[src/rtl/noc_inject_ni.sv]
// noc_inject_ni: null-filtering first-word-fall-through injection buffer between a flit source and a router local port.
// Build option NOC_INJ_SEQ_TAG_EN stamps a 4-bit injection sequence number into bits [19:16] of every accepted flit.
module noc_inject_ni #(
  parameter int DEPTH = 8,
  parameter int AW    = 3,
  parameter int SKID  = 2
) (
  input  logic        clk,
  input  logic        rst,
  input  logic        inj_go,
  output logic        src_enable,
  input  logic [19:0] src_data,
  input  logic        src_valid,
  output logic [19:0] flit_out,
  output logic        flit_valid,
  input  logic        flit_ready,
  output logic [7:0]  inj_cnt,
  output logic [7:0]  drop_cnt,
  output logic        overflow,
  output logic [AW:0] fifo_count
);

  localparam logic [AW:0] DEPTH_C = (AW+1)'(DEPTH);
  localparam logic [AW:0] SKID_C  = (AW+1)'(SKID);

  logic [19:0]   mem_q [DEPTH];
  logic [AW-1:0] rd_ptr_q, rd_ptr_d;
  logic [AW-1:0] wr_ptr_q, wr_ptr_d;
  logic [AW:0]   count_q, count_d;
  logic          src_en_q, src_en_d;
  logic [7:0]    inj_cnt_q, inj_cnt_d;
  logic [7:0]    drop_cnt_q, drop_cnt_d;
  logic          ovf_q, ovf_d;

  logic          push_req, push, pop, drop;
  logic [19:0]   wr_data;

`ifdef NOC_INJ_SEQ_TAG_EN
  logic [3:0]    seq_q, seq_d;
`endif

  always_comb begin
    // NOTE: every signal gets a value on every path first, so no latch can be inferred.
    push_req = src_valid && (src_data != 20'h00000);
    pop      = (count_q != '0) && flit_ready;
    // A full FIFO still accepts when the head leaves in the same cycle.
    push     = push_req && ((count_q != DEPTH_C) || pop);
    drop     = push_req && !push;

    rd_ptr_d = pop  ? rd_ptr_q + AW'(1) : rd_ptr_q;
    wr_ptr_d = push ? wr_ptr_q + AW'(1) : wr_ptr_q;

    count_d = count_q;
    if (push && !pop)      count_d = count_q + (AW+1)'(1);
    else if (pop && !push) count_d = count_q - (AW+1)'(1);

    // Throttle on the post-update count so SKID words in flight always have room.
    src_en_d = inj_go && ((DEPTH_C - count_d) > SKID_C);

    inj_cnt_d  = (pop  && (inj_cnt_q  != 8'hFF)) ? inj_cnt_q  + 8'd1 : inj_cnt_q;
    drop_cnt_d = (drop && (drop_cnt_q != 8'hFF)) ? drop_cnt_q + 8'd1 : drop_cnt_q;
    ovf_d      = ovf_q | drop;

`ifdef NOC_INJ_SEQ_TAG_EN
    wr_data = {seq_q, src_data[15:0]};
    seq_d   = push ? seq_q + 4'd1 : seq_q;
`else
    wr_data = src_data;
`endif
  end

  // NOTE: sequential state uses non-blocking assignments so all registers update from pre-edge values.
  always_ff @(posedge clk or negedge rst) begin
    if (!rst) begin
      rd_ptr_q   <= '0;
      wr_ptr_q   <= '0;
      count_q    <= '0;
      src_en_q   <= 1'b0;
      inj_cnt_q  <= 8'h00;
      drop_cnt_q <= 8'h00;
      ovf_q      <= 1'b0;
    end else begin
      rd_ptr_q   <= rd_ptr_d;
      wr_ptr_q   <= wr_ptr_d;
      count_q    <= count_d;
      src_en_q   <= src_en_d;
      inj_cnt_q  <= inj_cnt_d;
      drop_cnt_q <= drop_cnt_d;
      ovf_q      <= ovf_d;
    end
  end

`ifdef NOC_INJ_SEQ_TAG_EN
  always_ff @(posedge clk or negedge rst) begin
    if (!rst) seq_q <= 4'd0;
    else      seq_q <= seq_d;
  end
`endif

  // NOTE: storage is deliberately not reset; count gates every read, so stale entries are never observed.
  always_ff @(posedge clk) begin
    if (push) mem_q[wr_ptr_q] <= wr_data;
  end

  assign flit_valid = (count_q != '0);
  assign flit_out   = flit_valid ? mem_q[rd_ptr_q] : 20'h00000;
  assign src_enable = src_en_q;
  assign inj_cnt    = inj_cnt_q;
  assign drop_cnt   = drop_cnt_q;
  assign overflow   = ovf_q;
  assign fifo_count = count_q;

endmodule
[config.mk]
export PLATFORM = sky130hd
export DESIGN_NAME = noc_inject_ni
export DESIGN_NICKNAME = d
export VERILOG_FILES = /design/src/rtl/noc_inject_ni.sv
export SDC_FILE = /design/constraint.sdc
export NUM_CORES = 1
export LEC_CHECK = 0
export BUFFER_PORTS_ARGS = -buffer_cell sky130_fd_sc_hd__buf_2
export CAP_MARGIN = 20
export CORE_MARGIN = 3
export CORE_UTILIZATION = 45
export CTS_CLUSTER_DIAMETER = 30
export CTS_CLUSTER_SIZE = 10
export DETAILED_ROUTE_END_ITERATION = 8
export SETUP_SLACK_MARGIN = 0.02
export SYNTH_ARGS = -nofsm -noshare
export SYNTH_HDL_FRONTEND = slang
export SYNTH_SLANG_ARGS = --single-unit
export TNS_END_PERCENT = 100
[constraint.sdc]
create_clock -name clk -period 6.85 [get_ports clk]
set_clock_uncertainty 0.05 [all_clocks]
set_input_delay 0.685 -clock clk [delete_from_list [all_inputs] [get_ports clk]]
set_output_delay 0.685 -clock clk [all_outputs]
set_load 0.1 [all_outputs]
==> impl_metrics.toml <==
[run_status]
status = "finished, final reports clean"

[final_layout]
fin_area_sq_mm = 0.00884
diodes = 0
fillers = 1277
drive_gt1_share_pct = 31.6
fin_nets = 523
syn_to_final_growth_pct = 16.7
final_cell_count_no_fill = 719

[worst_setup_path]
reg2reg_depth = 13
startpoint = "rd_ptr_q[0]"
critPathKind = "flip-flop to output port"
crit_path_end = "flit_out[11]"
cp-end-kind = "output port"
r2r-start = "fifo_count[1]"
critPathRequiredTime_ns = 6.11
worst-endpoint-arrival_ns = 2.79
worst_r2r_endpoint = "src_enable"
rrSetupSlack_ns = 3.92
critPathLaunchType = "flip-flop"
path_max_fanout = 33

[timing]
slew-limit-headroom_pct = 54.0
setup_viol = 0
worst_pin_slew_ns = 0.690
setup_tns_ns = 0
fmax_mhz = 284
period_needed_ns = 3.52
finalCritPeriodShare_pct = 51.5
grt_setup_unrepaired = "false"
final_hold_viol_count = 0
slew_viol_final = 0

[route]
viasPerCell = 5.51
drtIter0Drc = 230
drc = 0
route.detailed.wl_per_inst_um = 20.7
wl_mm = 14.9
num_vias = 3964
first_pass_iters = 5
ant_nets = 0

[synth]
postSynthCellCount = 407
ys_top_cells_by_count = "edfxtp_1, mux4_2, nor2_1, dfrtp_1, mux2i_1"
synth_edf_count = 160
yosysTopAreaCellShare_pct = 63.4
synth_area_sq_mm = 0.00757
ys_types = 41
synth_largest_area_cell = "edfxtp_1"
synth_seq_area_share_pct = 72.7
synth_fp_nets = 440
synth_area_leaders = "edfxtp_1, mux4_2, dfrtp_1"
async_reset_ff_share_pct = 14.9
synth-seq-cells = 188
syn_area_per_cell_sq_um = 18.6
ys.flop_type = "edfxtp_1"
ys_warn_count = 0
synth.most_common_cell = "edfxtp_1"

[placement]
placed_area_sq_mm = 0.00824
port_buffers = 67
gp_congestion = 0.792
dp_hpwl_mm = 8.98
place_inst = 687

[cts]
clk_pin_slew_ns = 0.06
clk_latency_ns = 0.42
clock-root-buffer = "clkbuf_16"
clock-sinks = 188
postCtsSetupBuffers = 0
cts_resized = 0
clockBufferDepth = 2
htree_levels = 4
cts_hold_buf = 0
cts_tree = "yes"
cts_inserted_buffers = 17

[die]
start_util_pct = 46.8
die_y_um = 136
die_area_sq_mm = 0.0184
core-area_sq_mm = 0.0162
io_pins = 68
fp-row-count = 46
chipWidth_um = 136

[global_route]
grt-ovfl-total = 0
track_usage_pct = 17.5
grt_max_degree = 34
grt_pass1_vias = 4091
grt_first_pass_wirelength_mm = 23.5
antenna_found_initial = 1

[flow_run]
cap_violations = 0

[worst_hold_path]
hp-class = "input port to asynchronous set/reset pin"
-- cells by family after synthesis --
family | synth area share (%)
compound gates | 1.83
xor+xnor | 2.31
fa+ha+maj | 1.32
buf+inv | 1.22
flops | 72.7
mux | 15.4
simple gates | 5.25
-- worst max-delay path, cell delays in order, from the launching register on --
cell     delay (ns)
dfrtp_2        0.55
buf_4          0.63
mux4_2         0.59
mux2i_1        0.19
nor2_1         0.08
buf_2          0.31
-- through the flow --
step | setup slack (ns) | hold slack [ns] | util [%]
floorplan | 2.89 | 0.339 | -
global placement | 3.66 | 0.400 | 50.9
detailed placement | 3.65 | 0.407 | 50.9
CTS | 3.22 | 0.244 | 54.7
global route | 3.09 | 0.262 | 54.7
finish | 3.33 | 0.228 | 54.7
-- how the worst min path moves through the flow --
stage	start	to	slack, ns	cells past startpoint
5_1_grt	rst	inj_cnt[0]	0.26	1
6_report	rst	inj_cnt[0]	0.23	1
3_3_place_gp	overflow	overflow	0.40	1
3_5_place_dp	overflow	overflow	0.41	1
2_1_floorplan	rst	drop_cnt[0]	0.34	0
4_1_cts	rst	inj_cnt[0]	0.24	1
-- sequential cells by signal (all words and copies together), names as in the netlist --
| signal | count |
|---|---|
| drop_cnt | 8 |
| fifo_count | 4 |
| inj_cnt | 8 |
| mem_q | 160 |
| overflow | 1 |
| rd_ptr_q | 3 |
| src_enable | 1 |
| wr_ptr_q | 3 |
-- layer usage --
layer  track usage [%]  share of wire, %  up-vias  wire length [um]
met5                 0             0.087        -                13
met4              5.38               1.1        2               165
met3              4.38               4.7       15               695
met2              29.4                52       94              7760
met1              22.7                42     2070              6290
li1                  -                 -     1783                 -
-- cell type report --
type                            instances  area [sq um]  area share [%]
Timing Repair Buffer                   79           425            4.81
Clock buffer                           20           437            4.94
Tap cell                              216           270            3.06
Inverter                                8          31.3           0.354
Sequential cell                       188          5510            62.3
Clock inverter                         12           171            1.94
Multi-Input combinational cell        196          2000            22.6
-- cell usage in the layout (no fill, tap or decap), drive strengths merged, types with 5 or more instances in the layout --
| cell type | instances |
|---|---|
| edfxtp | 160 |
| buf | 79 |
| mux4 | 40 |
| nor2 | 32 |
| dfrtp | 28 |
| mux2i | 23 |
| clkbuf | 20 |
| nand2 | 18 |
| xnor2 | 16 |
| ha | 8 |
| inv | 7 |
| and3 | 6 |
| nand4 | 6 |
| nor4 | 5 |
| clkinv | 5 |
Power is not shown: default switching activity piles up to over one toggle a cycle in this logic, so the estimate is an artifact.
